## config.mk

```make
export PLATFORM = sky130hd
export DESIGN_NAME = emif_axi_slice_flat
export DESIGN_NICKNAME = d
export VERILOG_FILES = /design/src/rtl/emif_axi_slice_pkg.sv /design/src/rtl/emif_axi_slice_if.sv /design/src/rtl/emif_axi_slice_fifo.sv /design/src/rtl/emif_axi_slice.sv /design/src/flat_wrapper.sv
export SDC_FILE = /design/constraint.sdc
export NUM_CORES = 1
export LEC_CHECK = 0
export CAP_MARGIN = 20
export CORE_AREA = 10 10 638 640
export CTS_CLUSTER_DIAMETER = 40
export CTS_CLUSTER_SIZE = 10
export DETAILED_ROUTE_END_ITERATION = 6
export DIE_AREA = 0 0 648 650
export GPL_ROUTABILITY_DRIVEN = 0
export GPL_TIMING_DRIVEN = 0
export PLACE_DENSITY_LB_ADDON = 0.1
export SYNTH_ARGS = -nofsm -noshare
export SYNTH_HDL_FRONTEND = slang
export SYNTH_SLANG_ARGS = --single-unit
export TNS_END_PERCENT = 20
```

## constraint.sdc

```tcl
create_clock -name axi_clk -period 2.8 [get_ports axi_clk]
set_clock_uncertainty 0.2 [all_clocks]
set_input_delay 0.7 -clock axi_clk [delete_from_list [all_inputs] [get_ports axi_clk]]
set_output_delay 0.7 -clock axi_clk [all_outputs]
set_load 0.01 [all_outputs]
```

## src/rtl/emif_axi_slice_pkg.sv

```systemverilog
// -----------------------------------------------------------------------------
// emif_axi_slice_pkg
// Shared definitions for the AXI4 register slice: payload widths of the five
// channels, the buffer-depth legality check and the outstanding-counter width.
// -----------------------------------------------------------------------------
package emif_axi_slice_pkg;

  localparam int CNT_W = 8;

  // AW/AR payload: addr, burst, id, len, lock, qos, size, user, prot
  function automatic int aw_width(input int addr_w, input int id_w, input int user_w);
    return addr_w + 2 + id_w + 8 + 1 + 4 + 3 + user_w + 3;
  endfunction

  function automatic int ar_width(input int addr_w, input int id_w, input int user_w);
    return aw_width(addr_w, id_w, user_w);
  endfunction

  // W payload: user, data, strb, last
  function automatic int w_width(input int data_w, input int user_w);
    return user_w + data_w + data_w / 8 + 1;
  endfunction

  // R payload: user, id, last, resp, data
  function automatic int r_width(input int data_w, input int id_w, input int user_w);
    return user_w + id_w + 1 + 2 + data_w;
  endfunction

  // B payload: id, resp
  function automatic int b_width(input int id_w);
    return id_w + 2;
  endfunction

  // 0 selects pass-through; otherwise a power of two from 2 to 32.
  function automatic bit depth_ok(input int d);
    return (d == 0) || (d >= 2 && d <= 32 && (d & (d - 1)) == 0);
  endfunction

  function automatic bit out_ok(input int n);
    return n >= 1 && n <= 255;
  endfunction

endpackage

```

## src/rtl/emif_axi_slice_if.sv

```systemverilog
// -----------------------------------------------------------------------------
// emif_axi_slice_if
// Five-channel AXI4 bundle. 'master' drives AW/W/AR and the R/B readies;
// 'slave' is the mirror image.
// -----------------------------------------------------------------------------
interface emif_axi_slice_if #(
  parameter int ADDR_WIDTH      = 33,
  parameter int DATA_WIDTH      = 256,
  parameter int ID_W_WIDTH      = 7,
  parameter int ID_R_WIDTH      = 7,
  parameter int USER_REQ_WIDTH  = 4,
  parameter int USER_DATA_WIDTH = 64
);
  logic [ADDR_WIDTH-1:0]      awaddr;
  logic [1:0]                 awburst;
  logic [ID_W_WIDTH-1:0]      awid;
  logic [7:0]                 awlen;
  logic                       awlock;
  logic [3:0]                 awqos;
  logic [2:0]                 awsize;
  logic [USER_REQ_WIDTH-1:0]  awuser;
  logic [2:0]                 awprot;
  logic                       awvalid, awready;

  logic [ADDR_WIDTH-1:0]      araddr;
  logic [1:0]                 arburst;
  logic [ID_R_WIDTH-1:0]      arid;
  logic [7:0]                 arlen;
  logic                       arlock;
  logic [3:0]                 arqos;
  logic [2:0]                 arsize;
  logic [USER_REQ_WIDTH-1:0]  aruser;
  logic [2:0]                 arprot;
  logic                       arvalid, arready;

  logic [USER_DATA_WIDTH-1:0] wuser;
  logic [DATA_WIDTH-1:0]      wdata;
  logic [DATA_WIDTH/8-1:0]    wstrb;
  logic                       wlast, wvalid, wready;

  logic [USER_DATA_WIDTH-1:0] ruser;
  logic [ID_R_WIDTH-1:0]      rid;
  logic                       rlast;
  logic [1:0]                 rresp;
  logic [DATA_WIDTH-1:0]      rdata;
  logic                       rvalid, rready;

  logic [ID_W_WIDTH-1:0]      bid;
  logic [1:0]                 bresp;
  logic                       bvalid, bready;

  modport master (
    output awaddr, awburst, awid, awlen, awlock, awqos, awsize, awuser, awprot, awvalid,
    input  awready,
    output araddr, arburst, arid, arlen, arlock, arqos, arsize, aruser, arprot, arvalid,
    input  arready,
    output wuser, wdata, wstrb, wlast, wvalid,
    input  wready,
    input  ruser, rid, rlast, rresp, rdata, rvalid,
    output rready,
    input  bid, bresp, bvalid,
    output bready
  );

  modport slave (
    input  awaddr, awburst, awid, awlen, awlock, awqos, awsize, awuser, awprot, awvalid,
    output awready,
    input  araddr, arburst, arid, arlen, arlock, arqos, arsize, aruser, arprot, arvalid,
    output arready,
    input  wuser, wdata, wstrb, wlast, wvalid,
    output wready,
    output ruser, rid, rlast, rresp, rdata, rvalid,
    input  rready,
    output bid, bresp, bvalid,
    input  bready
  );
endinterface

```

## src/rtl/emif_axi_slice_fifo.sv

```systemverilog
// -----------------------------------------------------------------------------
// emif_axi_slice_fifo
// One channel buffer. P_DEPTH = 0 is a wire-through; P_DEPTH = N is a circular
// FIFO whose readiness depends on occupancy only (a pop at full does not open
// the input in the same cycle).
// Ports: clk_i, rst_ni (async active-low), in_valid_i/in_ready_o/in_data_i,
//        out_valid_o/out_ready_i/out_data_o, empty_o (no beat held).
// -----------------------------------------------------------------------------
module emif_axi_slice_fifo #(
  parameter int P_WIDTH = 8,
  parameter int P_DEPTH = 2
) (
  input  logic               clk_i,
  input  logic               rst_ni,
  input  logic               in_valid_i,
  output logic               in_ready_o,
  input  logic [P_WIDTH-1:0] in_data_i,
  output logic               out_valid_o,
  input  logic               out_ready_i,
  output logic [P_WIDTH-1:0] out_data_o,
  output logic               empty_o
);

  if (P_DEPTH == 0) begin : g_pass
    assign out_valid_o = in_valid_i;
    assign in_ready_o  = out_ready_i;
    assign out_data_o  = in_data_i;
    assign empty_o     = 1'b1;
    wire unused_clk_rst = clk_i ^ rst_ni;
  end else begin : g_fifo
    localparam int PW = $clog2(P_DEPTH);
    localparam logic [PW:0] FULL = (PW+1)'(P_DEPTH);

    logic [P_WIDTH-1:0] mem_q [P_DEPTH];
    logic [PW-1:0]      wr_ptr_q, wr_ptr_d, rd_ptr_q, rd_ptr_d;
    logic [PW:0]        count_q, count_d;
    logic               push, pop;

    assign in_ready_o  = count_q < FULL;
    assign out_valid_o = count_q != '0;
    assign out_data_o  = mem_q[rd_ptr_q];
    assign empty_o     = count_q == '0;
    assign push        = in_valid_i & in_ready_o;
    assign pop         = out_valid_o & out_ready_i;

    // NOTE: every always_comb output gets a default first so no path infers a latch.
    always_comb begin
      wr_ptr_d = wr_ptr_q;
      rd_ptr_d = rd_ptr_q;
      count_d  = count_q;
      // Depth is a power of two, so the pointers wrap for free.
      if (push) wr_ptr_d = wr_ptr_q + PW'(1);
      if (pop)  rd_ptr_d = rd_ptr_q + PW'(1);
      case ({push, pop})
        2'b10:   count_d = count_q + (PW+1)'(1);
        2'b01:   count_d = count_q - (PW+1)'(1);
        default: count_d = count_q;
      endcase
    end

    // NOTE: state registers use non-blocking assignment so all flops update together.
    always_ff @(posedge clk_i or negedge rst_ni) begin
      if (!rst_ni) begin
        wr_ptr_q <= '0;
        rd_ptr_q <= '0;
        count_q  <= '0;
      end else begin
        wr_ptr_q <= wr_ptr_d;
        rd_ptr_q <= rd_ptr_d;
        count_q  <= count_d;
      end
    end

    // NOTE: storage has no reset; count_q alone decides which entries are live.
    always_ff @(posedge clk_i) begin
      if (push) mem_q[wr_ptr_q] <= in_data_i;
    end
  end

endmodule

```

## src/rtl/emif_axi_slice.sv

```systemverilog
// -----------------------------------------------------------------------------
// emif_axi_slice
// AXI4 register slice with a buffer per channel, read/write issue limiting and
// outstanding-burst counters.
// Ports: axi_clk, axi_reset_n (async assert, synchronised release),
//        s_axi (subordinate side), m_axi (manager side),
//        rd_outstanding / wr_outstanding (bursts in flight), idle.
// -----------------------------------------------------------------------------
module emif_axi_slice
  import emif_axi_slice_pkg::*;
#(
  parameter int ADDR_WIDTH      = 33,
  parameter int DATA_WIDTH      = 256,
  parameter int ID_W_WIDTH      = 7,
  parameter int ID_R_WIDTH      = 7,
  parameter int USER_REQ_WIDTH  = 4,
  parameter int USER_DATA_WIDTH = 64,
  parameter int AW_DEPTH        = 2,
  parameter int AR_DEPTH        = 2,
  parameter int W_DEPTH         = 2,
  parameter int R_DEPTH         = 2,
  parameter int B_DEPTH         = 2,
  parameter int MAX_RD_OUT      = 16,
  parameter int MAX_WR_OUT      = 16
) (
  input  logic             axi_clk,
  input  logic             axi_reset_n,
  emif_axi_slice_if.slave  s_axi,
  emif_axi_slice_if.master m_axi,
  output logic [CNT_W-1:0] rd_outstanding,
  output logic [CNT_W-1:0] wr_outstanding,
  output logic             idle
);

  if (!depth_ok(AW_DEPTH) || !depth_ok(AR_DEPTH) || !depth_ok(W_DEPTH) ||
      !depth_ok(R_DEPTH) || !depth_ok(B_DEPTH)) begin : g_bad_depth
    $fatal(1, "emif_axi_slice: illegal buffer depth");
  end
  if (!out_ok(MAX_RD_OUT) || !out_ok(MAX_WR_OUT)) begin : g_bad_out
    $fatal(1, "emif_axi_slice: MAX_*_OUT must be 1..255");
  end

  localparam int AW_W = aw_width(ADDR_WIDTH, ID_W_WIDTH, USER_REQ_WIDTH);
  localparam int AR_W = ar_width(ADDR_WIDTH, ID_R_WIDTH, USER_REQ_WIDTH);
  localparam int W_W  = w_width(DATA_WIDTH, USER_DATA_WIDTH);
  localparam int R_W  = r_width(DATA_WIDTH, ID_R_WIDTH, USER_DATA_WIDTH);
  localparam int B_W  = b_width(ID_W_WIDTH);
  localparam logic [CNT_W-1:0] MAX_RD = CNT_W'(MAX_RD_OUT);
  localparam logic [CNT_W-1:0] MAX_WR = CNT_W'(MAX_WR_OUT);

  // Reset: assertion reaches every flop at once; release walks through two
  // flops, and active_q adds one more edge before any ready can rise.
  logic [1:0] rst_sync_q;
  logic       rst_n_sync, active_q;

  always_ff @(posedge axi_clk or negedge axi_reset_n) begin
    if (!axi_reset_n) rst_sync_q <= '0;
    else              rst_sync_q <= {rst_sync_q[0], 1'b1};
  end
  assign rst_n_sync = rst_sync_q[1];

  always_ff @(posedge axi_clk or negedge rst_n_sync) begin
    if (!rst_n_sync) active_q <= 1'b0;
    else             active_q <= 1'b1;
  end

  logic [CNT_W-1:0] rd_cnt_q, rd_cnt_d, wr_cnt_q, wr_cnt_d;
  logic             rd_gate, wr_gate;
  logic             aw_rdy, ar_rdy, w_rdy, r_rdy, b_rdy;
  logic             aw_vld, ar_vld, w_vld, r_vld, b_vld;
  logic             aw_emp, ar_emp, w_emp, r_emp, b_emp;
  logic [AW_W-1:0]  aw_data;
  logic [AR_W-1:0]  ar_data;
  logic [W_W-1:0]   w_data;
  logic [R_W-1:0]   r_data;
  logic [B_W-1:0]   b_data;

  // The counters only rise on their own channel's handshake, so a valid that
  // is already up can never be pulled down by its gate.
  assign rd_gate = rd_cnt_q < MAX_RD;
  assign wr_gate = wr_cnt_q < MAX_WR;

  emif_axi_slice_fifo #(.P_WIDTH(AW_W), .P_DEPTH(AW_DEPTH)) u_aw_fifo (
    .clk_i(axi_clk), .rst_ni(rst_n_sync),
    .in_valid_i(s_axi.awvalid & active_q), .in_ready_o(aw_rdy),
    .in_data_i({s_axi.awaddr, s_axi.awburst, s_axi.awid, s_axi.awlen, s_axi.awlock,
                s_axi.awqos, s_axi.awsize, s_axi.awuser, s_axi.awprot}),
    .out_valid_o(aw_vld), .out_ready_i(m_axi.awready & wr_gate),
    .out_data_o(aw_data), .empty_o(aw_emp));

  emif_axi_slice_fifo #(.P_WIDTH(AR_W), .P_DEPTH(AR_DEPTH)) u_ar_fifo (
    .clk_i(axi_clk), .rst_ni(rst_n_sync),
    .in_valid_i(s_axi.arvalid & active_q), .in_ready_o(ar_rdy),
    .in_data_i({s_axi.araddr, s_axi.arburst, s_axi.arid, s_axi.arlen, s_axi.arlock,
                s_axi.arqos, s_axi.arsize, s_axi.aruser, s_axi.arprot}),
    .out_valid_o(ar_vld), .out_ready_i(m_axi.arready & rd_gate),
    .out_data_o(ar_data), .empty_o(ar_emp));

  emif_axi_slice_fifo #(.P_WIDTH(W_W), .P_DEPTH(W_DEPTH)) u_w_fifo (
    .clk_i(axi_clk), .rst_ni(rst_n_sync),
    .in_valid_i(s_axi.wvalid & active_q), .in_ready_o(w_rdy),
    .in_data_i({s_axi.wuser, s_axi.wdata, s_axi.wstrb, s_axi.wlast}),
    .out_valid_o(w_vld), .out_ready_i(m_axi.wready),
    .out_data_o(w_data), .empty_o(w_emp));

  emif_axi_slice_fifo #(.P_WIDTH(R_W), .P_DEPTH(R_DEPTH)) u_r_fifo (
    .clk_i(axi_clk), .rst_ni(rst_n_sync),
    .in_valid_i(m_axi.rvalid & active_q), .in_ready_o(r_rdy),
    .in_data_i({m_axi.ruser, m_axi.rid, m_axi.rlast, m_axi.rresp, m_axi.rdata}),
    .out_valid_o(r_vld), .out_ready_i(s_axi.rready),
    .out_data_o(r_data), .empty_o(r_emp));

  emif_axi_slice_fifo #(.P_WIDTH(B_W), .P_DEPTH(B_DEPTH)) u_b_fifo (
    .clk_i(axi_clk), .rst_ni(rst_n_sync),
    .in_valid_i(m_axi.bvalid & active_q), .in_ready_o(b_rdy),
    .in_data_i({m_axi.bid, m_axi.bresp}),
    .out_valid_o(b_vld), .out_ready_i(s_axi.bready),
    .out_data_o(b_data), .empty_o(b_emp));

  assign s_axi.awready = aw_rdy & active_q;
  assign s_axi.arready = ar_rdy & active_q;
  assign s_axi.wready  = w_rdy & active_q;
  assign m_axi.rready  = r_rdy & active_q;
  assign m_axi.bready  = b_rdy & active_q;

  // active_q also masks pass-through valids while reset is held.
  assign m_axi.awvalid = aw_vld & wr_gate & active_q;
  assign m_axi.arvalid = ar_vld & rd_gate & active_q;
  assign m_axi.wvalid  = w_vld & active_q;
  assign s_axi.rvalid  = r_vld & active_q;
  assign s_axi.bvalid  = b_vld & active_q;

  assign {m_axi.awaddr, m_axi.awburst, m_axi.awid, m_axi.awlen, m_axi.awlock,
          m_axi.awqos, m_axi.awsize, m_axi.awuser, m_axi.awprot} = aw_data;
  assign {m_axi.araddr, m_axi.arburst, m_axi.arid, m_axi.arlen, m_axi.arlock,
          m_axi.arqos, m_axi.arsize, m_axi.aruser, m_axi.arprot} = ar_data;
  assign {m_axi.wuser, m_axi.wdata, m_axi.wstrb, m_axi.wlast} = w_data;
  assign {s_axi.ruser, s_axi.rid, s_axi.rlast, s_axi.rresp, s_axi.rdata} = r_data;
  assign {s_axi.bid, s_axi.bresp} = b_data;

  logic rd_inc, rd_dec, wr_inc, wr_dec, idle_q;
  assign rd_inc = m_axi.arvalid & m_axi.arready;
  assign rd_dec = m_axi.rvalid & m_axi.rready & m_axi.rlast;
  assign wr_inc = m_axi.awvalid & m_axi.awready;
  assign wr_dec = m_axi.bvalid & m_axi.bready;

  // A decrement at zero is a protocol error upstream and is dropped.
  always_comb begin
    rd_cnt_d = rd_cnt_q;
    wr_cnt_d = wr_cnt_q;
    if (rd_inc && !rd_dec)                    rd_cnt_d = rd_cnt_q + CNT_W'(1);
    else if (!rd_inc && rd_dec && rd_cnt_q != '0) rd_cnt_d = rd_cnt_q - CNT_W'(1);
    if (wr_inc && !wr_dec)                    wr_cnt_d = wr_cnt_q + CNT_W'(1);
    else if (!wr_inc && wr_dec && wr_cnt_q != '0) wr_cnt_d = wr_cnt_q - CNT_W'(1);
  end

  always_ff @(posedge axi_clk or negedge rst_n_sync) begin
    if (!rst_n_sync) begin
      rd_cnt_q <= '0;
      wr_cnt_q <= '0;
      idle_q   <= 1'b0;
    end else begin
      rd_cnt_q <= rd_cnt_d;
      wr_cnt_q <= wr_cnt_d;
      idle_q   <= aw_emp & ar_emp & w_emp & r_emp & b_emp &
                  (rd_cnt_q == '0) & (wr_cnt_q == '0);
    end
  end

  assign rd_outstanding = rd_cnt_q;
  assign wr_outstanding = wr_cnt_q;
  assign idle           = idle_q;

endmodule

```

## src/flat_wrapper.sv

```systemverilog
// flat-port wrapper written by rule: the top's interface ports become plain ports
module emif_axi_slice_flat import emif_axi_slice_pkg::*;
#(
  parameter int ADDR_WIDTH      = 33,
  parameter int DATA_WIDTH      = 256,
  parameter int ID_W_WIDTH      = 7,
  parameter int ID_R_WIDTH      = 7,
  parameter int USER_REQ_WIDTH  = 4,
  parameter int USER_DATA_WIDTH = 64,
  parameter int AW_DEPTH        = 2,
  parameter int AR_DEPTH        = 2,
  parameter int W_DEPTH         = 2,
  parameter int R_DEPTH         = 2,
  parameter int B_DEPTH         = 2,
  parameter int MAX_RD_OUT      = 16,
  parameter int MAX_WR_OUT      = 16
)
  (axi_clk, axi_reset_n, rd_outstanding, wr_outstanding, idle, s_axi_awaddr, s_axi_awburst, s_axi_awid, s_axi_awlen, s_axi_awlock, s_axi_awqos, s_axi_awsize, s_axi_awuser, s_axi_awprot, s_axi_awvalid, s_axi_awready, s_axi_araddr, s_axi_arburst, s_axi_arid, s_axi_arlen, s_axi_arlock, s_axi_arqos, s_axi_arsize, s_axi_aruser, s_axi_arprot, s_axi_arvalid, s_axi_arready, s_axi_wuser, s_axi_wdata, s_axi_wstrb, s_axi_wlast, s_axi_wvalid, s_axi_wready, s_axi_ruser, s_axi_rid, s_axi_rlast, s_axi_rresp, s_axi_rdata, s_axi_rvalid, s_axi_rready, s_axi_bid, s_axi_bresp, s_axi_bvalid, s_axi_bready, m_axi_awaddr, m_axi_awburst, m_axi_awid, m_axi_awlen, m_axi_awlock, m_axi_awqos, m_axi_awsize, m_axi_awuser, m_axi_awprot, m_axi_awvalid, m_axi_awready, m_axi_araddr, m_axi_arburst, m_axi_arid, m_axi_arlen, m_axi_arlock, m_axi_arqos, m_axi_arsize, m_axi_aruser, m_axi_arprot, m_axi_arvalid, m_axi_arready, m_axi_wuser, m_axi_wdata, m_axi_wstrb, m_axi_wlast, m_axi_wvalid, m_axi_wready, m_axi_ruser, m_axi_rid, m_axi_rlast, m_axi_rresp, m_axi_rdata, m_axi_rvalid, m_axi_rready, m_axi_bid, m_axi_bresp, m_axi_bvalid, m_axi_bready);
  emif_axi_slice_if #(.ADDR_WIDTH(ADDR_WIDTH), .DATA_WIDTH(DATA_WIDTH), .ID_W_WIDTH(ID_W_WIDTH), .ID_R_WIDTH(ID_R_WIDTH), .USER_REQ_WIDTH(USER_REQ_WIDTH), .USER_DATA_WIDTH(USER_DATA_WIDTH)) s_axi_i ();
  emif_axi_slice_if #(.ADDR_WIDTH(ADDR_WIDTH), .DATA_WIDTH(DATA_WIDTH), .ID_W_WIDTH(ID_W_WIDTH), .ID_R_WIDTH(ID_R_WIDTH), .USER_REQ_WIDTH(USER_REQ_WIDTH), .USER_DATA_WIDTH(USER_DATA_WIDTH)) m_axi_i ();
  input  logic axi_clk;
  input  logic axi_reset_n;
  output logic [CNT_W-1:0] rd_outstanding;
  output logic [CNT_W-1:0] wr_outstanding;
  output logic idle;
  input wire logic [$bits(s_axi_i.awaddr)-1:0] s_axi_awaddr;
  input wire logic [$bits(s_axi_i.awburst)-1:0] s_axi_awburst;
  input wire logic [$bits(s_axi_i.awid)-1:0] s_axi_awid;
  input wire logic [$bits(s_axi_i.awlen)-1:0] s_axi_awlen;
  input wire logic [$bits(s_axi_i.awlock)-1:0] s_axi_awlock;
  input wire logic [$bits(s_axi_i.awqos)-1:0] s_axi_awqos;
  input wire logic [$bits(s_axi_i.awsize)-1:0] s_axi_awsize;
  input wire logic [$bits(s_axi_i.awuser)-1:0] s_axi_awuser;
  input wire logic [$bits(s_axi_i.awprot)-1:0] s_axi_awprot;
  input wire logic [$bits(s_axi_i.awvalid)-1:0] s_axi_awvalid;
  output wire logic [$bits(s_axi_i.awready)-1:0] s_axi_awready;
  input wire logic [$bits(s_axi_i.araddr)-1:0] s_axi_araddr;
  input wire logic [$bits(s_axi_i.arburst)-1:0] s_axi_arburst;
  input wire logic [$bits(s_axi_i.arid)-1:0] s_axi_arid;
  input wire logic [$bits(s_axi_i.arlen)-1:0] s_axi_arlen;
  input wire logic [$bits(s_axi_i.arlock)-1:0] s_axi_arlock;
  input wire logic [$bits(s_axi_i.arqos)-1:0] s_axi_arqos;
  input wire logic [$bits(s_axi_i.arsize)-1:0] s_axi_arsize;
  input wire logic [$bits(s_axi_i.aruser)-1:0] s_axi_aruser;
  input wire logic [$bits(s_axi_i.arprot)-1:0] s_axi_arprot;
  input wire logic [$bits(s_axi_i.arvalid)-1:0] s_axi_arvalid;
  output wire logic [$bits(s_axi_i.arready)-1:0] s_axi_arready;
  input wire logic [$bits(s_axi_i.wuser)-1:0] s_axi_wuser;
  input wire logic [$bits(s_axi_i.wdata)-1:0] s_axi_wdata;
  input wire logic [$bits(s_axi_i.wstrb)-1:0] s_axi_wstrb;
  input wire logic [$bits(s_axi_i.wlast)-1:0] s_axi_wlast;
  input wire logic [$bits(s_axi_i.wvalid)-1:0] s_axi_wvalid;
  output wire logic [$bits(s_axi_i.wready)-1:0] s_axi_wready;
  output wire logic [$bits(s_axi_i.ruser)-1:0] s_axi_ruser;
  output wire logic [$bits(s_axi_i.rid)-1:0] s_axi_rid;
  output wire logic [$bits(s_axi_i.rlast)-1:0] s_axi_rlast;
  output wire logic [$bits(s_axi_i.rresp)-1:0] s_axi_rresp;
  output wire logic [$bits(s_axi_i.rdata)-1:0] s_axi_rdata;
  output wire logic [$bits(s_axi_i.rvalid)-1:0] s_axi_rvalid;
  input wire logic [$bits(s_axi_i.rready)-1:0] s_axi_rready;
  output wire logic [$bits(s_axi_i.bid)-1:0] s_axi_bid;
  output wire logic [$bits(s_axi_i.bresp)-1:0] s_axi_bresp;
  output wire logic [$bits(s_axi_i.bvalid)-1:0] s_axi_bvalid;
  input wire logic [$bits(s_axi_i.bready)-1:0] s_axi_bready;
  output wire logic [$bits(m_axi_i.awaddr)-1:0] m_axi_awaddr;
  output wire logic [$bits(m_axi_i.awburst)-1:0] m_axi_awburst;
  output wire logic [$bits(m_axi_i.awid)-1:0] m_axi_awid;
  output wire logic [$bits(m_axi_i.awlen)-1:0] m_axi_awlen;
  output wire logic [$bits(m_axi_i.awlock)-1:0] m_axi_awlock;
  output wire logic [$bits(m_axi_i.awqos)-1:0] m_axi_awqos;
  output wire logic [$bits(m_axi_i.awsize)-1:0] m_axi_awsize;
  output wire logic [$bits(m_axi_i.awuser)-1:0] m_axi_awuser;
  output wire logic [$bits(m_axi_i.awprot)-1:0] m_axi_awprot;
  output wire logic [$bits(m_axi_i.awvalid)-1:0] m_axi_awvalid;
  input wire logic [$bits(m_axi_i.awready)-1:0] m_axi_awready;
  output wire logic [$bits(m_axi_i.araddr)-1:0] m_axi_araddr;
  output wire logic [$bits(m_axi_i.arburst)-1:0] m_axi_arburst;
  output wire logic [$bits(m_axi_i.arid)-1:0] m_axi_arid;
  output wire logic [$bits(m_axi_i.arlen)-1:0] m_axi_arlen;
  output wire logic [$bits(m_axi_i.arlock)-1:0] m_axi_arlock;
  output wire logic [$bits(m_axi_i.arqos)-1:0] m_axi_arqos;
  output wire logic [$bits(m_axi_i.arsize)-1:0] m_axi_arsize;
  output wire logic [$bits(m_axi_i.aruser)-1:0] m_axi_aruser;
  output wire logic [$bits(m_axi_i.arprot)-1:0] m_axi_arprot;
  output wire logic [$bits(m_axi_i.arvalid)-1:0] m_axi_arvalid;
  input wire logic [$bits(m_axi_i.arready)-1:0] m_axi_arready;
  output wire logic [$bits(m_axi_i.wuser)-1:0] m_axi_wuser;
  output wire logic [$bits(m_axi_i.wdata)-1:0] m_axi_wdata;
  output wire logic [$bits(m_axi_i.wstrb)-1:0] m_axi_wstrb;
  output wire logic [$bits(m_axi_i.wlast)-1:0] m_axi_wlast;
  output wire logic [$bits(m_axi_i.wvalid)-1:0] m_axi_wvalid;
  input wire logic [$bits(m_axi_i.wready)-1:0] m_axi_wready;
  input wire logic [$bits(m_axi_i.ruser)-1:0] m_axi_ruser;
  input wire logic [$bits(m_axi_i.rid)-1:0] m_axi_rid;
  input wire logic [$bits(m_axi_i.rlast)-1:0] m_axi_rlast;
  input wire logic [$bits(m_axi_i.rresp)-1:0] m_axi_rresp;
  input wire logic [$bits(m_axi_i.rdata)-1:0] m_axi_rdata;
  input wire logic [$bits(m_axi_i.rvalid)-1:0] m_axi_rvalid;
  output wire logic [$bits(m_axi_i.rready)-1:0] m_axi_rready;
  input wire logic [$bits(m_axi_i.bid)-1:0] m_axi_bid;
  input wire logic [$bits(m_axi_i.bresp)-1:0] m_axi_bresp;
  input wire logic [$bits(m_axi_i.bvalid)-1:0] m_axi_bvalid;
  output wire logic [$bits(m_axi_i.bready)-1:0] m_axi_bready;
  assign s_axi_i.awaddr = s_axi_awaddr;
  assign s_axi_i.awburst = s_axi_awburst;
  assign s_axi_i.awid = s_axi_awid;
  assign s_axi_i.awlen = s_axi_awlen;
  assign s_axi_i.awlock = s_axi_awlock;
  assign s_axi_i.awqos = s_axi_awqos;
  assign s_axi_i.awsize = s_axi_awsize;
  assign s_axi_i.awuser = s_axi_awuser;
  assign s_axi_i.awprot = s_axi_awprot;
  assign s_axi_i.awvalid = s_axi_awvalid;
  assign s_axi_awready = s_axi_i.awready;
  assign s_axi_i.araddr = s_axi_araddr;
  assign s_axi_i.arburst = s_axi_arburst;
  assign s_axi_i.arid = s_axi_arid;
  assign s_axi_i.arlen = s_axi_arlen;
  assign s_axi_i.arlock = s_axi_arlock;
  assign s_axi_i.arqos = s_axi_arqos;
  assign s_axi_i.arsize = s_axi_arsize;
  assign s_axi_i.aruser = s_axi_aruser;
  assign s_axi_i.arprot = s_axi_arprot;
  assign s_axi_i.arvalid = s_axi_arvalid;
  assign s_axi_arready = s_axi_i.arready;
  assign s_axi_i.wuser = s_axi_wuser;
  assign s_axi_i.wdata = s_axi_wdata;
  assign s_axi_i.wstrb = s_axi_wstrb;
  assign s_axi_i.wlast = s_axi_wlast;
  assign s_axi_i.wvalid = s_axi_wvalid;
  assign s_axi_wready = s_axi_i.wready;
  assign s_axi_ruser = s_axi_i.ruser;
  assign s_axi_rid = s_axi_i.rid;
  assign s_axi_rlast = s_axi_i.rlast;
  assign s_axi_rresp = s_axi_i.rresp;
  assign s_axi_rdata = s_axi_i.rdata;
  assign s_axi_rvalid = s_axi_i.rvalid;
  assign s_axi_i.rready = s_axi_rready;
  assign s_axi_bid = s_axi_i.bid;
  assign s_axi_bresp = s_axi_i.bresp;
  assign s_axi_bvalid = s_axi_i.bvalid;
  assign s_axi_i.bready = s_axi_bready;
  assign m_axi_awaddr = m_axi_i.awaddr;
  assign m_axi_awburst = m_axi_i.awburst;
  assign m_axi_awid = m_axi_i.awid;
  assign m_axi_awlen = m_axi_i.awlen;
  assign m_axi_awlock = m_axi_i.awlock;
  assign m_axi_awqos = m_axi_i.awqos;
  assign m_axi_awsize = m_axi_i.awsize;
  assign m_axi_awuser = m_axi_i.awuser;
  assign m_axi_awprot = m_axi_i.awprot;
  assign m_axi_awvalid = m_axi_i.awvalid;
  assign m_axi_i.awready = m_axi_awready;
  assign m_axi_araddr = m_axi_i.araddr;
  assign m_axi_arburst = m_axi_i.arburst;
  assign m_axi_arid = m_axi_i.arid;
  assign m_axi_arlen = m_axi_i.arlen;
  assign m_axi_arlock = m_axi_i.arlock;
  assign m_axi_arqos = m_axi_i.arqos;
  assign m_axi_arsize = m_axi_i.arsize;
  assign m_axi_aruser = m_axi_i.aruser;
  assign m_axi_arprot = m_axi_i.arprot;
  assign m_axi_arvalid = m_axi_i.arvalid;
  assign m_axi_i.arready = m_axi_arready;
  assign m_axi_wuser = m_axi_i.wuser;
  assign m_axi_wdata = m_axi_i.wdata;
  assign m_axi_wstrb = m_axi_i.wstrb;
  assign m_axi_wlast = m_axi_i.wlast;
  assign m_axi_wvalid = m_axi_i.wvalid;
  assign m_axi_i.wready = m_axi_wready;
  assign m_axi_i.ruser = m_axi_ruser;
  assign m_axi_i.rid = m_axi_rid;
  assign m_axi_i.rlast = m_axi_rlast;
  assign m_axi_i.rresp = m_axi_rresp;
  assign m_axi_i.rdata = m_axi_rdata;
  assign m_axi_i.rvalid = m_axi_rvalid;
  assign m_axi_rready = m_axi_i.rready;
  assign m_axi_i.bid = m_axi_bid;
  assign m_axi_i.bresp = m_axi_bresp;
  assign m_axi_i.bvalid = m_axi_bvalid;
  assign m_axi_bready = m_axi_i.bready;
  emif_axi_slice #(.ADDR_WIDTH(ADDR_WIDTH), .DATA_WIDTH(DATA_WIDTH), .ID_W_WIDTH(ID_W_WIDTH), .ID_R_WIDTH(ID_R_WIDTH), .USER_REQ_WIDTH(USER_REQ_WIDTH), .USER_DATA_WIDTH(USER_DATA_WIDTH), .AW_DEPTH(AW_DEPTH), .AR_DEPTH(AR_DEPTH), .W_DEPTH(W_DEPTH), .R_DEPTH(R_DEPTH), .B_DEPTH(B_DEPTH), .MAX_RD_OUT(MAX_RD_OUT), .MAX_WR_OUT(MAX_WR_OUT)) u_core (.axi_clk(axi_clk), .axi_reset_n(axi_reset_n), .s_axi(s_axi_i), .m_axi(m_axi_i), .rd_outstanding(rd_outstanding), .wr_outstanding(wr_outstanding), .idle(idle));
endmodule
```

* After elaboration in Yosys (flattened, before gate mapping)
Memory sizes are Yosys's and may differ from the RTL's.
Cells that the tools add are included.
Widths: inputs -> output; s select.
** Word-level totals
- Output and inout port bits :: 849
- Input bits :: 834
- Flip-flop bits (word level) :: 40
- Memories :: 5
- Memory bits (writable) :: 1644
- Logic and storage cells :: 156
** Memory list
- u_core.u_w_fifo.g_fifo.mem_q :: words 2, width 353, read ports 1, clocked after memory_dff 0, write ports 1, RTL line emif_axi_slice_fifo.sv:34 : logic [P_WIDTH-1:0] mem_q [P_DEPTH];
- u_core.u_r_fifo.g_fifo.mem_q :: words 2, width 330, read ports 1, clocked after memory_dff 0, write ports 1, RTL line emif_axi_slice_fifo.sv:34
- u_core.u_ar_fifo.g_fifo.mem_q :: words 2, width 65, read ports 1, clocked after memory_dff 0, write ports 1, RTL line emif_axi_slice_fifo.sv:34
- u_core.u_aw_fifo.g_fifo.mem_q :: words 2, width 65, read ports 1, clocked after memory_dff 0, write ports 1, RTL line emif_axi_slice_fifo.sv:34
- u_core.u_b_fifo.g_fifo.mem_q :: words 2, width 9, read ports 1, clocked after memory_dff 0, write ports 1, RTL line emif_axi_slice_fifo.sv:34
** Cells by class
- Magnitude comparators :: 7
- Bitwise gates (word level) :: 40
- Muxes and demuxes :: 19
- Eq/ne operators :: 10
- Add/sub/neg operators :: 24
- Reductions and logical operators :: 31
** Operator list (number)
- $and 1x1->1 :: 40
- $mux 8 :: 4
- $reduce_bool 2->1 :: 12
- $pmux 2 s2 :: 5
- $add 8x1->8 const B :: 2
- $logic_not 8->1 :: 2
- $lt 8x5->1 const B :: 2
- $reduce_bool 8->1 :: 2
- $sub 8x1->8 const B :: 2
- $add 1x1->1 const B :: 10
- $add 2x1->2 const B :: 5
- $eq 2x1->1 const B :: 5
- $eq 2x2->1 const B :: 5
- $logic_not 2->1 :: 5
- $lt 2x2->1 const B :: 5
- $mux 1 :: 10
- $sub 2x1->2 const B :: 5
- $logic_and 1x1->1 :: 6
- $logic_not 1->1 :: 4

* Longest topological paths before layout
- Depth after elaboration :: 9
- Depth in mapped cells :: 12
- Gate-level depth less buffers :: 10

* By module
Synthesis repeated with hierarchy kept, for this count alone.
** Second synthesis, totals
- Cell total of the unflattened synthesis :: 2780
- Area, all modules :: 63569.7 um^2
** By module, submodules not included
- emif_axi_slice_fifo (u_core.u_w_fifo) :: seq. area each 21300.4 um^2, cells an instance 1116, instances 1, area each 25833.5 um^2
- emif_axi_slice_fifo (u_core.u_r_fifo) :: seq. area each 19919.1 um^2, cells an instance 1045, instances 1, area each 25339.3 um^2
- emif_axi_slice_fifo (u_core.u_ar_fifo ...) :: seq. area each 4003.8 um^2, cells an instance 220, instances 2, area each 5046.1 um^2
- emif_axi_slice :: seq. area each 500.5 um^2, cells an instance 133, instances 1, area each 1458.9 um^2
- emif_axi_slice_fifo (u_core.u_b_fifo) :: seq. area each 640.6 um^2, cells an instance 46, instances 1, area each 845.8 um^2

* Least setup slack after synthesis
Ideal clock, no wire load.
- Path kind :: register to register
- Start :: register u_core.active_q
- End :: memory u_core.u_w_fifo.g_fifo.mem_q[0][0] (netlist name) (enable)
- Slack :: -14.171 ns
- Required time :: 1.524 ns
- Period minus slack after synthesis :: 16.971 ns
- Cell stages (with the launch flop) :: 5
- Data arrival time :: 15.695 ns
- Library setup time :: 1.076 ns
- Buffers on the path :: 1
- Cell sequence :: dfrtp_1 clkbuf_1 nor2b_1 nand2_1 nor2_1
** Between the ends
- Word-level cells in the longest chain between the ends :: 4
** RTL lines
- start, declared :: RTL line emif_axi_slice.sv:54 : logic rst_n_sync, active_q;
- start signal, assigned :: RTL line emif_axi_slice.sv:63 : if (!rst_n_sync) active_q <= 1'b0;
- start signal, assigned :: RTL line emif_axi_slice.sv:64 : else active_q <= 1'b1;
- $and 1x1->1 :: RTL line emif_axi_slice.sv:101 : .in_valid_i(s_axi.wvalid & active_q), .in_ready_o(w_rdy),
- $and 1x1->1 :: RTL line emif_axi_slice_fifo.sv:43 : assign push = in_valid_i & in_ready_o;
- $mux 1 :: RTL line emif_axi_slice_fifo.sv:76 : if (push) mem_q[wr_ptr_q] <= in_data_i;
- $mux 1 (not written as such) :: RTL line emif_axi_slice_fifo.sv:76
- end, declared :: RTL line emif_axi_slice_fifo.sv:34
Every way passes these cells.

* Worst setup path after layout
- Start :: register u_core.u_w_fifo.g_fifo.rd_ptr_q
- End :: output port m_axi_wuser[36]
** Between the ends
- Word-level cells in the longest chain between the ends :: 1
** RTL lines
- start, declared :: RTL line emif_axi_slice_fifo.sv:35 : logic [PW-1:0] wr_ptr_q, wr_ptr_d, rd_ptr_q, rd_ptr_d;
- start signal, assigned :: RTL line emif_axi_slice_fifo.sv:69 : rd_ptr_q <= rd_ptr_d;
- $mem_v2 2x353
- end, declared :: RTL line flat_wrapper.sv:87 : output wire logic [$bits(m_axi_i.wuser)-1:0] m_axi_wuser;
Every way passes these cells.

==> tab_implementation.tex <==
\begin{tabular}{lr}
\hline
Metric & Value \\
\hline
\multicolumn{2}{l}{\textbf{Pwr}} \\
\quad Internal portion of total power & a little over 70 mW \\
\quad Pwr/cell area & between 1000 and 1500 nW/µm² \\
\quad Part of the power in combinational logic & 28.5\% \\
\quad Clock power frac & just over 40\% \\
\quad Fraction of power spent switching nets & 30.56\% \\
\quad Peak ir drop on the vdd network & approximately 0.00053 V \\
\quad Sequential power share & 30.1\% \\
\quad Net switching power of the design & 32.01 mW \\
\quad Leakage Power & 34.75 nW \\
\multicolumn{2}{l}{\textbf{Setup path}} \\
\quad Cell count along the critical path & 5 \\
\quad Setup crit start kind & flop \\
\quad Number of buffer and inverter stages on the critical path & 4 \\
\quad Worst-path cell chain & clkbuf\_16 > buf\_12 > buf\_12 > mux2\_1 > clkdlybuf4s50\_1 \\
\quad Worst reg-to-reg path cell count & 12 \\
\quad Crit path max fanout & 10 \\
\quad Crit path top cell by count & sky130\_fd\_sc\_hd\_\_buf\_12 \\
\quad Nature of the critical path endpoint & output pin \\
\quad Required time at the endpoint of the critical path & around 1900 ps \\
\quad Largest stage delay, worst path & 550 ps \\
\quad Slowest stage cell, crit path & sky130\_fd\_sc\_hd\_\_dfrtp\_4 \\
\quad Type of the setup path with the least slack & reg -> out \\
\quad Category of cells accounting for the largest share of critical-path delay & buffers and inverters \\
\quad Data arrival time of the worst path & 2880 ps \\
\multicolumn{2}{l}{\textbf{STA}} \\
\quad Worst rel slew slack & between 30\% and 40\% \\
\quad Final hold violation count & 12 \\
\quad Final Cycle Share & 135.1\% \\
\quad Number of failing setup endpoints in the final timing report & 992 \\
\quad Unrepaired setup endpoints after global routing & yes \\
\quad Tightest hold margin & -18.12 ps \\
\quad Highest Clock Rate & 0.2645 GHz \\
\quad Number of slew-limit violations in the final report & 0 \\
\quad Setup TNS & -669440 ps \\
\quad Actual transition at the worst max-transition pin & 907.3 ps \\
\quad Crit path time final & approximately 3800 ps \\
\quad Final Worst Setup Slack & -981.4 ps \\
\multicolumn{2}{l}{\textbf{Finish}} \\
\quad Non-Filler Instances & 10600 \\
\quad Number of fill cells in the layout & 40570 \\
\quad Multi-input logic area & 10780 µm² \\
\quad Area added between synthesis and finish & 63.44\% \\
\quad Share of post-route cells with drive strength above 1 & 18.38\% \\
\quad Final core occ & approximately 25\% \\
\quad Sequential standard cell area & 50380 µm² \\
\quad \# nets final & 5840 \\
\multicolumn{2}{l}{\textbf{Global route}} \\
\quad Wire length of the first global-routing pass & slightly above 400000 µm \\
\quad Pin count of the biggest net entering global routing & 53 \\
\quad GR Util All Layers & about 14\% \\
\quad Antenna violations before repair & 259 \\
\quad Via count of the first global-routing pass & $\sim$38000 \\
\quad Total congestion overflow after global routing & 0 \\
\multicolumn{2}{l}{\textbf{Drt}} \\
\quad Via density & about 3.5 \\
\quad DRC marker count from the first detailed-route iteration & 1998 \\
\quad Via count & 36930 \\
\quad Wire length per cell & 30.34 µm \\
\quad Post-route DRC & 0 \\
\quad First-pass detailed-route iteration total & 5 \\
\quad Wirelength, routed & 321500 µm \\
\quad Number of routed nets with antenna violations & 0 \\
\multicolumn{2}{l}{\textbf{Synthesis}} \\
\quad Area fraction of the dominant cell type after synthesis & 80.45\% \\
\quad Number of storage elements in the synthesis netlist & 1684 \\
\quad Ranking of synthesized cells by instance count & 1644 x sky130\_fd\_sc\_hd\_\_edfxtp\_1, 814 x sky130\_fd\_sc\_hd\_\_mux2\_1, 53 x sky130\_fd\_sc\_hd\_\_clkbuf\_1, 40 x sky130\_fd\_sc\_hd\_\_dfrtp\_1, 34 x sky130\_fd\_sc\_hd\_\_buf\_1 \\
\quad Number of warnings reported in the yosys synthesis log & 0 \\
\quad Largest area contributor in the netlist & sky130\_fd\_sc\_hd\_\_edfxtp\_1 \\
\quad Top flip-flop cell by instance count after synthesis & sky130\_fd\_sc\_hd\_\_edfxtp\_1 \\
\quad Yosys cell types & 43 \\
\quad Largest cells by area after synthesis & sky130\_fd\_sc\_hd\_\_edfxtp\_1 80\%, sky130\_fd\_sc\_hd\_\_mux2\_1 15\%, sky130\_fd\_sc\_hd\_\_dfrtp\_1 1.6\% \\
\quad Async set-or-reset flop fraction in the synthesized netlist & 2.375\% \\
\quad Mean area per synthesized cell & 22.04 µm² \\
\quad Post-synth EDFFs & 1644 \\
\quad Mapped Area & 61360 µm² \\
\quad Portion of the post-synthesis area used by sequential elements & 82.08\% \\
\quad Leading cell type by number of instances after synthesis & sky130\_fd\_sc\_hd\_\_edfxtp\_1 \\
\quad Synthesized instance count & 2784 \\
\multicolumn{2}{l}{\textbf{Clock network}} \\
\quad Inserted Clock Buffers & $\sim$380 \\
\quad Clock buffer depth & 4 \\
\quad Clock root buffer master & sky130\_fd\_sc\_hd\_\_clkbuf\_16 \\
\quad Clock insertion delay at the later pin of the skew report & just over 900 ps \\
\quad TritonCTS clock tree & done \\
\quad H-Tree Level Count & 5 \\
\quad Clk sinks & 1684 \\
\quad Clock edge transition at the registers on the reported setup and hold paths & $\sim$50 ps \\
\multicolumn{2}{l}{\textbf{Placed design}} \\
\quad Number of instances in the placed design & slightly below 10000 \\
\quad Setup slack at placement & -2020 ps \\
\quad Detailed placement HPWL & 257800 µm \\
\quad Count of port buffers added during placement & about 1700 \\
\multicolumn{2}{l}{\textbf{Min path}} \\
\quad Kind of path behind the tightest hold check & reg -> async \\
\multicolumn{2}{l}{\textbf{Flow run}} \\
\quad Count of max-cap constraint violations & 0 \\
\multicolumn{2}{l}{\textbf{Die}} \\
\quad Height of the chip & 650 µm \\
\quad Initial standard-cell utilization of the core & between 10\% and 20\% \\
\quad Row cnt & 231 \\
\quad Core region area & 394200 µm² \\
\quad Die footprint & 421200 µm² \\
\quad Horizontal die dimension & 648 µm \\
\quad IO Pins & 1683 \\
\multicolumn{2}{l}{\textbf{Run status}} \\
\quad Run status & finished with violations \\
\quad Failing checks & hold timing, setup timing \\
\hline
\end{tabular}
state kept, by name, summed over array words and instances, names as in the netlist, 8 cells and up:
| signal | count |
|---|---|
| u_core.wr_outstanding | 8 |
| u_core.u_ar_fifo.g_fifo.mem_q | 130 |
| u_core.u_r_fifo.g_fifo.mem_q | 660 |
| u_core.u_b_fifo.g_fifo.mem_q | 18 |
| u_core.u_w_fifo.g_fifo.mem_q | 706 |
| u_core.rd_outstanding | 8 |
| u_core.u_aw_fifo.g_fifo.mem_q | 130 |
through the flow:
stage | power, mW | instance area (µm²)
2_1_floorplan | 42.90 | 61400
3_3_place_gp | 62.15 | 84790
3_5_place_dp | 61.82 | 86170
4_1_cts | 106.6 | 99170
5_1_grt | 109.6 | 100200
6_report | 104.8 | 100300
area by class of cell:
| class | instances | share of cell area [%] |
|---|---|---|
| antenna | 49 | 0.1223 |
| timing repair buffer | 1814 | 18.57 |
| clock inverter | 237 | 2.551 |
| sequential | 1684 | 50.23 |
| multi-input combinational | 1002 | 10.75 |
| clock buffer | 469 | 9.942 |
| inverter | 5 | 0.01871 |
| tap | 5242 | 6.540 |
| buffer | 94 | 1.271 |
cells by family after synthesis:
group	count (synthesis)	synth area share [%]
buf+inv	100	0.6484
flops	1684	82.08
compound gates	31	0.3507
mux	829	15.23
other cells	1	0.006111
simple gates	84	0.7483
xor+xnor	34	0.4853
fa+ha+maj	21	0.4527
layer usage:
layer	up-vias	GRT usage, %	share of wire, %
li1	15800	-	-
met2	1733	25.59	50
met1	18540	15.80	37
met4	106	2.849	2.5
met5	-	0	0.22
met3	750	6.890	11
placed cells by master, fill, tap and decap left out, types with 21 or more instances in the layout:
master / count
sky130_fd_sc_hd__buf_16: 34
sky130_fd_sc_hd__edfxtp_1: 1644
sky130_fd_sc_hd__diode_2: 49
sky130_fd_sc_hd__clkinv_1: 76
sky130_fd_sc_hd__clkbuf_1: 84
sky130_fd_sc_hd__buf_6: 32
sky130_fd_sc_hd__buf_2: 52
sky130_fd_sc_hd__mux2_4: 25
sky130_fd_sc_hd__xnor2_1: 21
sky130_fd_sc_hd__clkbuf_2: 31
sky130_fd_sc_hd__buf_4: 70
sky130_fd_sc_hd__mux2_1: 777
sky130_fd_sc_hd__clkbuf_16: 413
sky130_fd_sc_hd__buf_12: 46
sky130_fd_sc_hd__clkdlybuf4s50_1: 1221
sky130_fd_sc_hd__dlymetal6s2s_1: 54
sky130_fd_sc_hd__bufinv_16: 36
sky130_fd_sc_hd__dfrtp_1: 35
sky130_fd_sc_hd__dlygate4sd2_1: 276
sky130_fd_sc_hd__clkinvlp_4: 21
sky130_fd_sc_hd__clkdlybuf4s15_2: 29
sky130_fd_sc_hd__mux2_2: 24
sky130_fd_sc_hd__clkinv_2: 62
path summary, 6_finish.rpt:
check	startpoint	endpoint	slack, ps
max	u_core.u_w_fifo.g_fifo.rd_ptr_q	m_axi_wuser[36]	-980
min	u_core.rst_sync_q[1]	u_core.wr_outstanding[6]	-20
max reg2reg	u_core.rd_outstanding[5]	u_core.rd_outstanding[5]	-550
min reg2reg	u_core.rst_sync_q[1]	u_core.wr_outstanding[6]	-20
max in group asynchronous	axi_reset_n	u_core.rst_sync_q[1]	1820
min in group axi_clk	s_axi_wstrb[13]	u_core.u_w_fifo.g_fifo.mem_q[1][14]	130
power groups by stage:
stage | Clock [mW] | Combinational (mW) | Sequential [mW]
2_1_floorplan | 0 | 10.7 | 32.2
3_3_place_gp | 0 | 29.3 | 32.8
3_5_place_dp | 0 | 29.9 | 31.9
4_1_cts | 44.8 | 30.3 | 31.5
5_1_grt | 46.1 | 31.8 | 31.8
6_report | 43.3 | 29.9 | 31.5
worst register-to-register path: cells and delay by family, from the launching register on:
kind            cells  cell delay [ps]
compound gates      4              710
flops               1              430
simple gates        4             1210
buf+inv             3              360
fa+ha+maj           1              340
timing repair:
action / 4_1_cts / 5_1_grt
endpoints found under the hold margin: 2 / 0
pin swaps: 0 / 4
hold buffers: 1 / 0
gates resized for setup: 778 / 416
endpoints found under the setup margin: 1871 / 1984
setup buffers: 7 / 48
gates cloned: 1 / 17
Power figures use the tool's default switching activity.
==> patch (config.mk and constraints unchanged) <==
`MAX_RD_OUT` is set to 16 in 2 places; all go to 12.
--- a/src/rtl/emif_axi_slice.sv
+++ b/src/rtl/emif_axi_slice.sv
@@ -20,7 +20,7 @@
   parameter int W_DEPTH         = 2,
   parameter int R_DEPTH         = 2,
   parameter int B_DEPTH         = 2,
-  parameter int MAX_RD_OUT      = 16,
+  parameter int MAX_RD_OUT      = 12,
   parameter int MAX_WR_OUT      = 16
 ) (
   input  logic             axi_clk,
--- a/src/flat_wrapper.sv
+++ b/src/flat_wrapper.sv
@@ -12,7 +12,7 @@
   parameter int W_DEPTH         = 2,
   parameter int R_DEPTH         = 2,
   parameter int B_DEPTH         = 2,
-  parameter int MAX_RD_OUT      = 16,
+  parameter int MAX_RD_OUT      = 12,
   parameter int MAX_WR_OUT      = 16
 )
   (axi_clk, axi_reset_n, rd_outstanding, wr_outstanding, idle, s_axi_awaddr, s_axi_awburst, s_axi_awid, s_axi_awlen, s_axi_awlock, s_axi_awqos, s_axi_awsize, s_axi_awuser, s_axi_awprot, s_axi_awvalid, s_axi_awready, s_axi_araddr, s_axi_arburst, s_axi_arid, s_axi_arlen, s_axi_arlock, s_axi_arqos, s_axi_arsize, s_axi_aruser, s_axi_arprot, s_axi_arvalid, s_axi_arready, s_axi_wuser, s_axi_wdata, s_axi_wstrb, s_axi_wlast, s_axi_wvalid, s_axi_wready, s_axi_ruser, s_axi_rid, s_axi_rlast, s_axi_rresp, s_axi_rdata, s_axi_rvalid, s_axi_rready, s_axi_bid, s_axi_bresp, s_axi_bvalid, s_axi_bready, m_axi_awaddr, m_axi_awburst, m_axi_awid, m_axi_awlen, m_axi_awlock, m_axi_awqos, m_axi_awsize, m_axi_awuser, m_axi_awprot, m_axi_awvalid, m_axi_awready, m_axi_araddr, m_axi_arburst, m_axi_arid, m_axi_arlen, m_axi_arlock, m_axi_arqos, m_axi_arsize, m_axi_aruser, m_axi_arprot, m_axi_arvalid, m_axi_arready, m_axi_wuser, m_axi_wdata, m_axi_wstrb, m_axi_wlast, m_axi_wvalid, m_axi_wready, m_axi_ruser, m_axi_rid, m_axi_rlast, m_axi_rresp, m_axi_rdata, m_axi_rvalid, m_axi_rready, m_axi_bid, m_axi_bresp, m_axi_bvalid, m_axi_bready);
Check against the original RTL: not settled (the Yosys comparison gave no result); the edit may change what the design does.
==> patch against the unedited design <==
  * The flow finishes with violations (setup timing)
  * Cell area increased by 0.95%
  * Final cell count about the same
  * Area after synthesis barely moved
  * Sequential share of layout area down 0.47 points
  * Via count fell by 0.60%
  * Die area is the same
  * Non-clock buffer count is 10 higher
  * Worst setup slack better by 160 ps
  * Total power rose by 3.7%
  * First-iteration DRC count decreased by 17%
  * Sequential cell count stayed put
  * Routed wire length down 4.9%
  * Critical endpoint is now s_axi_rdata[54]
  * Largest cell class unchanged
  * Highest routed layer unchanged
==> patch: results (changes against the unedited design) <==
first-pass GRT wire length 386 mm (was 403 mm); H-tree Lvls 5 (unchanged); drt total wl 306 mm (was 321 mm); clock-pin slew on the worst setup and hold paths 40 ps; final worst setup slack -819 ps (was -981 ps); Peak VDD IR 581 uV (was 534 uV); top post-synthesis cells by count edfxtp_1 (1,644), mux2_2 (828), clkbuf_1 (59) (was edfxtp_1 (1,644), mux2_1 (814), clkbuf_1 (53)); vias in the first global route 38,801 (was 38,427); DP HPWL 241 mm (was 258 mm); status finished, violations left (unchanged); layout cell share with drive strength beyond 1 35.1% (was 18.4%); synth warn 0 (unchanged); largest net degree at the start of global routing 53 (unchanged); 1st-iter DRT viols 1,654 (was 1,998); Post-synth EDFFs 1,644 (unchanged); pre-CTS setup slack -1870 ps (was -2020 ps); Worst path max stage delay 590 ps (was 550 ps); Nets 5,843 (was 5,840); vias per cell 3.47 (was 3.49); final setup fails 1,180 (was 992); initial antenna violation count 276 (was 259); clk_lat worst skew 880 ps (was 920 ps); Buffers on Ports 1,682 (unchanged); Post-synth ARST share 2.38% (unchanged); synth top area cells edfxtp_1 (81%), mux2_2 (15%), dfrtp_1 (1.6%) (was edfxtp_1 (80%), mux2_1 (15%), dfrtp_1 (1.6%)); CTS buffer count 390 (was 384); Synth cell types 44 (was 43); Seq/Total Area, Yosys 82.2% (was 82.1%); clock buffer depth 4 (unchanged); P_int 0.0768 W (was 0.0727 W); slew margin rel. 38.2% (was 39.3%); failing checks setup timing (was hold timing, setup timing); LEAKAGE 36.1 nW (was 34.8 nW); Regs by FF count u_core.u_w_fifo.g_fifo.mem_q (706), u_core.u_r_fifo.g_fifo.mem_q (660) (unchanged); slowest CP cell clkdlybuf4s50_1 (was dfrtp_4); Overall Global Routing Usage 13.8% (was 14.5%)
[patch: kinds of logic after synthesis]
logic type,Yosys count,share of synthesized area (%)
adder cells (fa/ha/maj),20,0.433
AND/OR/NAND/NOR,71,0.635
multiplexers,832,15.3
XOR/XNOR,38,0.543
flip-flops,1684,82.2
buffers and inverters,98,0.684
AO/OA/AOI/OAI,27,0.269
other,1,0.00612
[patch: area by class of cell]
type,count,area [um2]
multi-input cells,991,10700
clock inverters,239,2590
repair buffers,1825,19000
plain buffers,93,1620
fillers,40386,293000
well taps,5242,6560
clock buffers,481,10300
diodes,34,85.1
flip-flops and latches,1684,50400
inverters,4,15.0
[patch: repair_timing]
item                                   4_1_cts  5_1_grt
setup endpoints to repair                 1620     1647
cloned                                       7       10
pin swaps                                    2        5
hold buffers                                 1        0
buffers inserted                            29       34
gates resized for setup                   1267      448
endpoints found under the hold margin        2        0
[patch: critical path: cells and delay by family (launching register included)]
kind	cells	cell delay, ps
buffers and inverters	4	1090
flip-flops	1	470
multiplexers	1	220
[patch: through the flow]
step	power [W]	utilization [%]	instances	instance area [um2]	setup TNS [ps]
after CTS	0.111	25.4	10515	100000	-1060790
final	0.109	25.7	10593	101000	-599510
after global placement	0.0635	21.5	9696	84700	-
after floorplan	0.0443	-	2772	61300	-4705710
after global routing	0.114	25.7	10568	101000	-816790
after detailed placement	0.0632	21.9	9759	86200	-1419380
[patch: power by group through the flow]
stage          logic, W  clock network (W)  registers, W
2_1_floorplan    0.0120                  0        0.0322
3_3_place_gp     0.0306                  0        0.0329
3_5_place_dp     0.0312                  0        0.0320
4_1_cts          0.0331             0.0462        0.0316
5_1_grt          0.0345             0.0474        0.0318
6_report         0.0323             0.0448        0.0316
[patch: path summary, 6_finish.rpt]
| check | from | to | slack (ps) | cells past startpoint |
|---|---|---|---|---|
| max in group asynchronous | u_core.rst_sync_q[1] | u_core.active_q | 1740 | 1 |
| max | u_core.u_r_fifo.g_fifo.rd_ptr_q | s_axi_rdata[54] | -820 | 5 |
| min in group axi_clk | u_core.rst_sync_q[0] | u_core.rst_sync_q[1] | 140 | 0 |
| min reg2reg | u_core.rst_sync_q[1] | u_core.wr_outstanding[2] | 90 | 0 |
| min | u_core.rst_sync_q[1] | u_core.wr_outstanding[2] | 90 | 0 |
| max reg2reg | u_core.active_q | u_core.u_r_fifo.g_fifo.mem_q[0][82] | -550 | 11 |
[patch: per-layer routing]
layer / global-route usage, % / vias to the layer above / routed length [um]
li1: - / 15785 / -
met1: 12.7 / 18140 / 98400
met2: 25.9 / 1786 / 161000
met3: 7.71 / 873 / 36900
met4: 3.28 / 122 / 8730
met5: 0 / - / 801
